[config.mk]
export PLATFORM = sky130hd
export DESIGN_NAME = btb_predictor
export DESIGN_NICKNAME = d
export VERILOG_FILES = /design/src/rtl/btb_pkg.sv /design/src/rtl/btb_sat_counter_array.sv /design/src/rtl/btb_predictor.sv
export SDC_FILE = /design/constraint.sdc
export NUM_CORES = 2
export LEC_CHECK = 0
export ABC_AREA = 0
export CORE_MARGIN = 2
export CORE_UTILIZATION = 60
export DETAILED_ROUTE_END_ITERATION = 8
export PLACE_DENSITY = 0.83
export SLEW_MARGIN = 20
export SYNTH_ARGS = -nofsm -noshare
export SYNTH_HDL_FRONTEND = slang
export SYNTH_SLANG_ARGS = --single-unit
export TNS_END_PERCENT = 10
[constraint.sdc]
create_clock -name clk -period 7.3 [get_ports clk]
set_clock_uncertainty 0.2 [all_clocks]
set_input_delay 1.825 -clock clk [delete_from_list [all_inputs] [get_ports clk]]
set_output_delay 1.825 -clock clk [all_outputs]
set_load 0.02 [all_outputs]
[src/rtl/btb_pkg.sv]
`default_nettype none
// ============================================================================
//  Module      : btb_pkg
//  Description : Shared definitions for the branch target buffer: 2-bit
//                direction counter encodings, the saturating counter step,
//                and PC index/tag extraction helpers.
//  Revision    : 1.0 - initial release
// ============================================================================
package btb_pkg;

    // Widest PC the helpers accept; callers zero-extend and truncate.
    localparam int MAX_XLEN = 64;

    typedef enum logic [1:0] {
        SNT = 2'b00,
        WNT = 2'b01,
        WT  = 2'b10,
        ST  = 2'b11
    } ctr_e;

    // One step of a 2-bit saturating counter toward the resolved outcome.
    function automatic logic [1:0] sat_update(input logic [1:0] ctr, input logic taken);
        if (taken) begin
            return (ctr == ST) ? ST : ctr + 2'd1;
        end
        return (ctr == SNT) ? SNT : ctr - 2'd1;
    endfunction

    // Table index: word-address bits directly above the byte offset.
    function automatic logic [MAX_XLEN-1:0] idx_of(input logic [MAX_XLEN-1:0] pc, input int idx_w);
        logic [MAX_XLEN-1:0] mask;
        mask = (MAX_XLEN'(1) << idx_w) - MAX_XLEN'(1);
        return (pc >> 2) & mask;
    endfunction

    // Tag: every PC bit above the index.
    function automatic logic [MAX_XLEN-1:0] tag_of(input logic [MAX_XLEN-1:0] pc, input int idx_w);
        return pc >> (idx_w + 2);
    endfunction

endpackage
`default_nettype wire

[src/rtl/btb_sat_counter_array.sv]
`default_nettype none
// ============================================================================
//  Module      : btb_sat_counter_array
//  Description : ENTRIES x 2-bit direction counter storage. Two asynchronous
//                read ports (fetch lookup, update lookup) and one synchronous
//                write port. Counters reset to weakly-not-taken.
//  Revision    : 1.0 - initial release
// ============================================================================
module btb_sat_counter_array
    import btb_pkg::*;
#(
    parameter int ENTRIES = 32,
    parameter int IDX_W   = $clog2(ENTRIES)
) (
    input  logic             clk,
    input  logic             reset,
    input  logic [IDX_W-1:0] rd0_idx,
    output logic [1:0]       rd0_ctr,
    input  logic [IDX_W-1:0] rd1_idx,
    output logic [1:0]       rd1_ctr,
    input  logic             wr_en,
    input  logic [IDX_W-1:0] wr_idx,
    input  logic [1:0]       wr_ctr
);

    logic [1:0] ctr_q [ENTRIES];
    logic [1:0] ctr_d [ENTRIES];

    assign rd0_ctr = ctr_q[rd0_idx];
    assign rd1_ctr = ctr_q[rd1_idx];

    // Next-state: only the addressed counter changes on a write.
    always_comb begin
        ctr_d = ctr_q;
        if (wr_en) begin
            ctr_d[wr_idx] = wr_ctr;
        end
    end

    // Counter storage with asynchronous clear to weakly-not-taken.
    always_ff @(posedge clk or negedge reset) begin
        if (!reset) begin
            for (int i = 0; i < ENTRIES; i++) begin
                ctr_q[i] <= WNT;
            end
        end else begin
            ctr_q <= ctr_d;
        end
    end

endmodule
`default_nettype wire

[src/rtl/btb_predictor.sv]
`default_nettype none
// ============================================================================
//  Module      : btb_predictor
//  Description : Direct-mapped tagged branch target buffer with 2-bit
//                saturating direction counters. Combinational lookup for IF,
//                single registered update port from EX, misprediction count.
//                Optional gshare counter indexing: define BTB_GSHARE_EN.
//  Revision    : 1.0 - initial release
// ============================================================================
module btb_predictor
    import btb_pkg::*;
#(
    parameter  int XLEN    = 32,
    parameter  int ENTRIES = 32,
    localparam int IDX_W   = $clog2(ENTRIES),
    localparam int TAG_W   = XLEN - IDX_W - 2
) (
    input  logic             clk,
    input  logic             reset,
    input  logic [XLEN-1:0]  fetch_pc,
    output logic             pred_hit,
    output logic             pred_taken,
    output logic [XLEN-1:0]  pred_next_pc,
    input  logic             upd_valid,
    input  logic [XLEN-1:0]  upd_pc,
    input  logic [XLEN-1:0]  upd_target,
    input  logic             upd_taken,
    input  logic             upd_is_jump,
`ifdef BTB_GSHARE_EN
    output logic [IDX_W-1:0] pred_ghr,
    input  logic [IDX_W-1:0] upd_ghr,
`endif
    output logic [31:0]      mispredict_cnt
);

    // Table state (counters live in the sub-module)
    logic             valid_q  [ENTRIES];
    logic             valid_d  [ENTRIES];
    logic [TAG_W-1:0] tag_q    [ENTRIES];
    logic [TAG_W-1:0] tag_d    [ENTRIES];
    logic [XLEN-1:0]  target_q [ENTRIES];
    logic [XLEN-1:0]  target_d [ENTRIES];
    logic [31:0]      cnt_q;
    logic [31:0]      cnt_d;

    logic [IDX_W-1:0] w_f_idx, w_u_idx, w_f_cidx, w_u_cidx;
    logic [TAG_W-1:0] w_f_tag, w_u_tag;
    logic [1:0]       w_f_ctr, w_u_ctr, w_ctr_wdata;
    logic             w_ctr_we;
    logic             w_u_hit, w_u_pred_taken, w_mispredict;

    assign w_f_idx = IDX_W'(idx_of(MAX_XLEN'(fetch_pc), IDX_W));
    assign w_f_tag = TAG_W'(tag_of(MAX_XLEN'(fetch_pc), IDX_W));
    assign w_u_idx = IDX_W'(idx_of(MAX_XLEN'(upd_pc), IDX_W));
    assign w_u_tag = TAG_W'(tag_of(MAX_XLEN'(upd_pc), IDX_W));

`ifdef BTB_GSHARE_EN
    logic [IDX_W-1:0] ghr_q, ghr_d;

    // Counters are hashed with history; tag/target/valid stay PC-indexed.
    assign w_f_cidx = w_f_idx ^ ghr_q;
    assign w_u_cidx = w_u_idx ^ upd_ghr;
    assign pred_ghr = ghr_q;

    // History shifts in resolved conditional-branch outcomes only.
    always_comb begin
        ghr_d = ghr_q;
        if (upd_valid && !upd_is_jump) begin
            ghr_d = {ghr_q[IDX_W-2:0], upd_taken};
        end
    end

    // Global history register.
    always_ff @(posedge clk or negedge reset) begin
        if (!reset) begin
            ghr_q <= '0;
        end else begin
            ghr_q <= ghr_d;
        end
    end
`else
    assign w_f_cidx = w_f_idx;
    assign w_u_cidx = w_u_idx;
`endif

    btb_sat_counter_array #(
        .ENTRIES (ENTRIES),
        .IDX_W   (IDX_W)
    ) u_ctr_array (
        .clk     (clk),
        .reset   (reset),
        .rd0_idx (w_f_cidx),
        .rd0_ctr (w_f_ctr),
        .rd1_idx (w_u_cidx),
        .rd1_ctr (w_u_ctr),
        .wr_en   (w_ctr_we),
        .wr_idx  (w_u_cidx),
        .wr_ctr  (w_ctr_wdata)
    );

    // Fetch lookup sees pre-edge state, so a same-cycle update is not visible.
    assign pred_hit     = valid_q[w_f_idx] && (tag_q[w_f_idx] == w_f_tag);
    assign pred_taken   = pred_hit && w_f_ctr[1];
    assign pred_next_pc = pred_taken ? target_q[w_f_idx] : fetch_pc + XLEN'(4);

    // Prediction the table would have given the resolving instruction.
    assign w_u_hit        = valid_q[w_u_idx] && (tag_q[w_u_idx] == w_u_tag);
    assign w_u_pred_taken = w_u_hit && w_u_ctr[1];
    assign w_mispredict   = upd_valid &&
                            ((w_u_pred_taken != upd_taken) ||
                             (w_u_pred_taken && upd_taken && (target_q[w_u_idx] != upd_target)));

    // Update: train on hit, allocate only on a taken miss.
    always_comb begin
        valid_d     = valid_q;
        tag_d       = tag_q;
        target_d    = target_q;
        w_ctr_we    = 1'b0;
        w_ctr_wdata = w_u_ctr;
        if (upd_valid) begin
            if (w_u_hit) begin
                target_d[w_u_idx] = upd_target;
                w_ctr_we          = 1'b1;
                w_ctr_wdata       = upd_is_jump ? ST : sat_update(w_u_ctr, upd_taken);
            end else if (upd_taken) begin
                valid_d[w_u_idx]  = 1'b1;
                tag_d[w_u_idx]    = w_u_tag;
                target_d[w_u_idx] = upd_target;
                w_ctr_we          = 1'b1;
                w_ctr_wdata       = upd_is_jump ? ST : WT;
            end
        end
    end

    // Misprediction count wraps naturally at 2^32.
    always_comb begin
        cnt_d = cnt_q + {31'b0, w_mispredict};
    end

    // Valid/tag/target storage and counter register, cleared asynchronously.
    always_ff @(posedge clk or negedge reset) begin
        if (!reset) begin
            for (int i = 0; i < ENTRIES; i++) begin
                valid_q[i]  <= 1'b0;
                tag_q[i]    <= '0;
                target_q[i] <= '0;
            end
            cnt_q <= '0;
        end else begin
            valid_q  <= valid_d;
            tag_q    <= tag_d;
            target_q <= target_d;
            cnt_q    <= cnt_d;
        end
    end

    assign mispredict_cnt = cnt_q;

endmodule
`default_nettype wire

* Word level (Yosys, flattened, before mapping)
Cells that the tools add are included.
W data, S select, Z words.
** Operators by class
- $lt $le $gt $ge :: 3
- Multipliers :: 0
- Divide/modulo/power cells :: 0
- Equality and inequality tests :: 5
- Reduce and logical (&&, ||, !) cells :: 13
- Bitwise gates (word level) :: 4
- Multiplexer cells :: 52
- Add/subtract/negate cells :: 4
- Shift operators :: 0
** Operator list (count)
- $mux W1024 :: 2
- $bwmux W1024 :: 1
- $bwmux W800 :: 1
- $bmux W32 S5 :: 2
- $bmux W25 S5 :: 2
- $mux W32 :: 6
- $demux W32 S5 :: 1
- $demux W25 S5 :: 1
- $mux W25 :: 5
- $bwmux W64 :: 1
- $eq A25 B25 Y1 :: 2
- $add A32 B1 Y32 :: 1
- $add A32 B3 Y32 const B :: 1
- $ne A32 B32 Y1 :: 1
- $or A32 B32 Y32 :: 1
- $mux W2 :: 13
- $bmux W2 S5 :: 2
- $ge A6 B6 Y1 const B :: 2
- $not A5 Y6 :: 2
- $mux W1 :: 11
- $bmux W1 S5 :: 2
- $demux W2 S5 :: 1
- $logic_and A1 B1 Y1 :: 8
- $lt A6 B1 Y1 const B :: 1
- 11 further kinds :: 11
** Word-level totals
- Register bits :: 1952
- Latch bits :: 0
- ROM bits :: 0
- Memories :: 0
- Bits in writable memories :: 0

* Depth between registers and ports, before layout
- Word-level depth :: 13
- Mapped depth :: 25
- Mapped depth without buffers :: 19

* Cells and area by module
From an unflattened synthesis, not the netlist that was laid out.
** Unflattened totals
- Cells, all modules :: 6837
- Area total of the unflattened synthesis :: 104816.8 µm²
** By module, submodules not included
- btb_predictor :: sequential area each 47245.3 µm², cells an instance 6510, area each 100963.1 µm², times used 1
- btb_sat_counter_array :: sequential area each 1641.6 µm², cells an instance 327, area each 3853.7 µm², times used 1

* Worst setup path after synthesis
OpenSTA, ideal clock, no wires.
- Kind :: in2out
- Start :: input fetch_pc[2]
- End :: output pred_next_pc[20]
- Arrival time :: 5.310 ns
- Required time :: 5.275 ns
- Path buffers :: 5
- Slack :: -0.035 ns
- Cell stages on the path :: 14
- Cell sequence :: buf_4 buf_4 buf_2 buf_2 mux4_2 mux2i_1 o22ai_1 a211oi_1 xnor2_1 nor4_1 nand4_1 inv_2 buf_2 mux2i_1
** Between the ends
- Cells in the longest elaborated chain, start to end :: 8
- Elaborated cells between the ends (all ways) :: 18
** Ends and longest elaborated chain
- from (decl) :: line btb_predictor.sv:20 : input logic [XLEN-1:0] fetch_pc,
- $not A5 Y6 (not written as such) * :: line btb_sat_counter_array.sv:29, btb_predictor.sv:102
- $bmux W25 S5 :: line btb_predictor.sv:102 : assign pred_hit = valid_q[w_f_idx] && (tag_q[w_f_idx] == w_f_tag);
- $mux W25 (not written as such) (2 in series) :: line btb_predictor.sv:102
- $eq A25 B25 Y1 :: line btb_predictor.sv:102
- $logic_and A1 B1 Y1 :: line btb_predictor.sv:102
- $logic_and A1 B1 Y1 * :: line btb_predictor.sv:103 : assign pred_taken = pred_hit && w_f_ctr[1];
- net pred_taken :: line btb_predictor.sv:22 : output logic pred_taken,
- $mux W32 * :: line btb_predictor.sv:104 : assign pred_next_pc = pred_taken ? target_q[w_f_idx] : fetch_pc + XLEN'(4);
- to (decl) :: line btb_predictor.sv:23 : output logic [XLEN-1:0] pred_next_pc,
The timed path passes the listed nets; every way through them passes the cells marked *. The select of a mux whose other input is x is not followed.

* Worst setup path in the final report
- Start :: input fetch_pc[2]
- End :: output pred_next_pc[7]
** Between the ends
- Cells in the longest elaborated chain, start to end :: 8
- Elaborated cells between the ends (all ways) :: 18
** Ends and longest elaborated chain (line)
- $not A5 Y6 (not written as such) :: btb_sat_counter_array.sv:29, btb_predictor.sv:102, btb_predictor.sv:104
- $bmux W25 S5 :: btb_predictor.sv:102
- $mux W25 (not written as such) (2 in series) :: btb_predictor.sv:102
- $eq A25 B25 Y1 :: btb_predictor.sv:102
- $logic_and A1 B1 Y1 :: btb_predictor.sv:102
- $logic_and A1 B1 Y1 :: btb_predictor.sv:103
- $mux W32 * :: btb_predictor.sv:104
Mark *: on every way between the ends. The rest lies on a longest branch, timed or not. The select of a mux whose other input is x is not followed.

==> flow_summary.json <==
{
  "end_kind": "output pin",
  "finalNonFillerCells": 9881,
  "setup_viol": 33,
  "fmax_mhz": 130,
  "maxCapViolations": 0,
  "synth_top_cell_area_share_pct": 45.9,
  "wl_per_cell_um": 35.8,
  "crit_path_cell_trace": "buf_16 -> buf_16 -> buf_8 -> buf_4 -> mux4_2 -> a22oi_2 -> o211ai_1 -> or3_4 -> a22oi_2 -> nor4bb_4 -> buf_4 -> nand4_1 -> inv_2 -> buf_12 -> buf_6 -> mux2i_1 -> o211a_4 -> buf_6",
  "dieWidth_um": 422,
  "io_buffer_count": 164,
  "antenna_found_initial": 18,
  "r2r-start": "tag_q[773]$_DFFE_PN0P_",
  "synthCells": 6923,
  "outcome": "finished with violations",
  "synthAdderAreaFrac_pct": 0.0478,
  "worst_slew_pin_slew_ns": 1.15,
  "dp_hpwl_mm": 219,
  "hold_path.class": "flop to flop",
  "cts_buffers": 198,
  "worst-path-max-fanout": 8,
  "first_pass_iters": 9,
  "dieArea_mm2": 0.178,
  "clockBufferDepth": 3,
  "dpl.cell_count": 9464,
  "p_leak_nw": 55.0,
  "synth-async-reset-ratio_pct": 100,
  "netlist_area_mm2": 0.105,
  "start_kind": "input port",
  "yosysTopAreaCell": "dfrtp_1",
  "synthFlopType": "dfrtp_1",
  "syn_nets": 7028,
  "reg2regPathDepth": 22,
  "cts_tree": "yes",
  "synth.distinct_cells": 70,
  "synth_common_cells": "dfrtp_1 (1920), mux2_2 (1782), mux4_2 (832)",
  "period_minus_slack_ns": 7.68,
  "rows": 153,
  "synth.area.top_cells": "dfrtp_1 (46%), mux2_2 (19%), mux4_2 (18%), mux2i_1 (4.4%), mux2_1 (1.5%)",
  "area_growth_pct": 17.3,
  "path_clk_slew_ns": 0.06,
  "grt.total_usage_pct": 39.6,
  "cp_num_cells": 18,
  "rsz0062_at_grt": "true",
  "r2r_end": "mispredict_cnt[29]$_DFF_PN0_",
  "clockRootBuffer": "clkbuf_16",
  "critPathBufInv": 9,
  "maxSlewViolCount": 0,
  "cpLargestDelayFamily": "buffers and inverters",
  "p_per_area_mw_per_mm2": 240,
  "hold_violations": 0,
  "ys_ff_latch": 1952,
  "max-slew-margin-rel_pct": 23.2,
  "grt_first_pass_wirelength_mm": 517,
  "synth_top_family_by_area": "multiplexers",
  "htree_levels": 4,
  "syn-mean-instance-area_um2": 15.1,
  "synth.most_common_cell": "dfrtp_1",
  "grt_max_degree": 187,
  "synthXorXnorAreaFrac_pct": 0.829,
  "required_ns": 5.28,
  "routabilityCongestion": 0.947,
  "final_nets": 7480,
  "synthMuxAreaShare_pct": 42.9,
  "ios": 167,
  "violations": "negative setup slack",
  "drtIter0Drc": 10600,
  "reg2reg_setup_slack_ns": 1.97,
  "synth-simple-area-share_pct": 3.10,
  "grt_pass1_vias": 76100,
  "wl_mm": 354,
  "drc": 0,
  "grt.overflow.total": 0,
  "initial_core_util_pct": 60.3,
  "postCtsHoldBufs": 0,
  "routed-via-count": 73500,
  "endpoint": "pred_next_pc[7]",
  "numClockSinks": 1952,
  "crit_arrival_ns": 5.66,
  "drive_gt1_share_pct": 52.3,
  "setup.worst_path.start": "fetch_pc[2]",
  "synth_warnings": 0,
  "insertion_delay_ns": 0.87,
  "critPathKind": "input port to output pin",
  "ys_seq_area_share_pct": 46.7,
  "ant_nets": 0,
  "fp.dieH_um": 422,
  "synth_edf_count": 0,
  "worst_slack_ns": -0.383,
  "irDropWorstVdd_v": 0.000248,
  "slowest_delay_ns": 0.52,
  "period_share_pct": 105,
  "fin_setup_tns_ns": -6.84,
  "core-area_mm2": 0.174,
  "via_per_inst": 7.44,
  "synth_compound_area_share_pct": 3.17,
  "cp_slowest_cell": "mux4_2"
}
cells in the final DEF, fill, tap and decap left out, drive strengths merged, types with 48 or more instances in the layout:
master / count
buf: 825
nand4: 65
clkdlybuf4s50: 118
o22ai: 182
mux4: 832
xor2: 48
mux2i: 456
a22oi: 190
xnor2: 51
nand3: 60
nand2: 56
dfrtp: 1920
nor4: 54
mux2: 1920
clkbuf: 297
registers in the layout, indices dropped and copies added (netlist names):
| register | count |
|---|---|
| mispredict_cnt | 32 |
| u_ctr_array.ctr_q | 64 |
| valid_q | 32 |
| tag_q | 800 |
| target_q | 1024 |
worst min path at each step:
stage	endpoint	depth (start not counted)	from
6_report	mispredict_cnt[31]$_DFF_PN0_	1	mispredict_cnt[31]$_DFF_PN0_
5_1_grt	valid_q[3]$_DFFE_PN0P_	1	valid_q[3]$_DFFE_PN0P_
4_1_cts	mispredict_cnt[31]$_DFF_PN0_	1	mispredict_cnt[31]$_DFF_PN0_
3_5_place_dp	mispredict_cnt[31]$_DFF_PN0_	1	mispredict_cnt[31]$_DFF_PN0_
3_3_place_gp	mispredict_cnt[31]$_DFF_PN0_	1	mispredict_cnt[31]$_DFF_PN0_
2_1_floorplan	valid_q[13]$_DFFE_PN0P_	1	valid_q[13]$_DFFE_PN0P_
layout make-up:
cell class | instances | area (µm²)
timing repair buffer | 947 | 11200
fill | 10600 | 50900
antenna | 18 | 45.0
inverter | 14 | 52.6
sequential | 1952 | 48900
clock inverter | 68 | 990
clock buffer | 295 | 5890
multi-input combinational | 4262 | 52800
tap | 2325 | 2910
kinds of logic (layout without fill, tap and decap cells):
family / after synthesis / count (layout)
compound gates: 484 / 484
xor+xnor: 99 / 99
fa+ha+maj: 4 / 4
buf+inv: 709 / 1324
flops: 1952 / 1952
mux: 3208 / 3208
other cells: 0 / 18
simple gates: 467 / 467
metal layers:
layer  vias to the layer above  routed length [µm]  GRT usage, %  share of wire (%)
li1                      27900                   -             -                  -
met1                     38300              121000          49.4                 34
met2                      5561              158000          58.3                 45
met3                      1761               41900          11.9                 12
met4                         8               33300          30.8                9.4
met5                         -                  52             0              0.015
report_power, final:
group / internal [mW] / switching [mW]
clock network: 6.26 / 4.52
logic: 2.97 / 2.37
registers: 12.3 / 1.15
per-stage QoR:
step | total power, mW | area, µm² | hold WS (ns) | setup WS (ns) | util (%)
3_5_place_dp | 18.6 | 115000 | 0.264 | -1.58 | 66.2
5_1_grt | 30.4 | 123000 | 0.310 | -0.422 | 70.7
2_1_floorplan | 16.6 | 105000 | 0.246 | -0.0352 | -
4_1_cts | 29.3 | 122000 | 0.275 | -0.328 | 70.4
6_report | 29.5 | 123000 | 0.270 | -0.383 | 70.7
3_3_place_gp | 18.2 | 115000 | 0.260 | -1.63 | 66.2
repair_timing:
item | in CTS | in global routing
pin swaps | 11 | 12
gates resized for setup | 148 | 81
cloned | 5 | 2
setup buffers | 21 | 10
setup endpoints to repair | 34 | 34
Note: power is estimated with default switching activity, not from simulation.
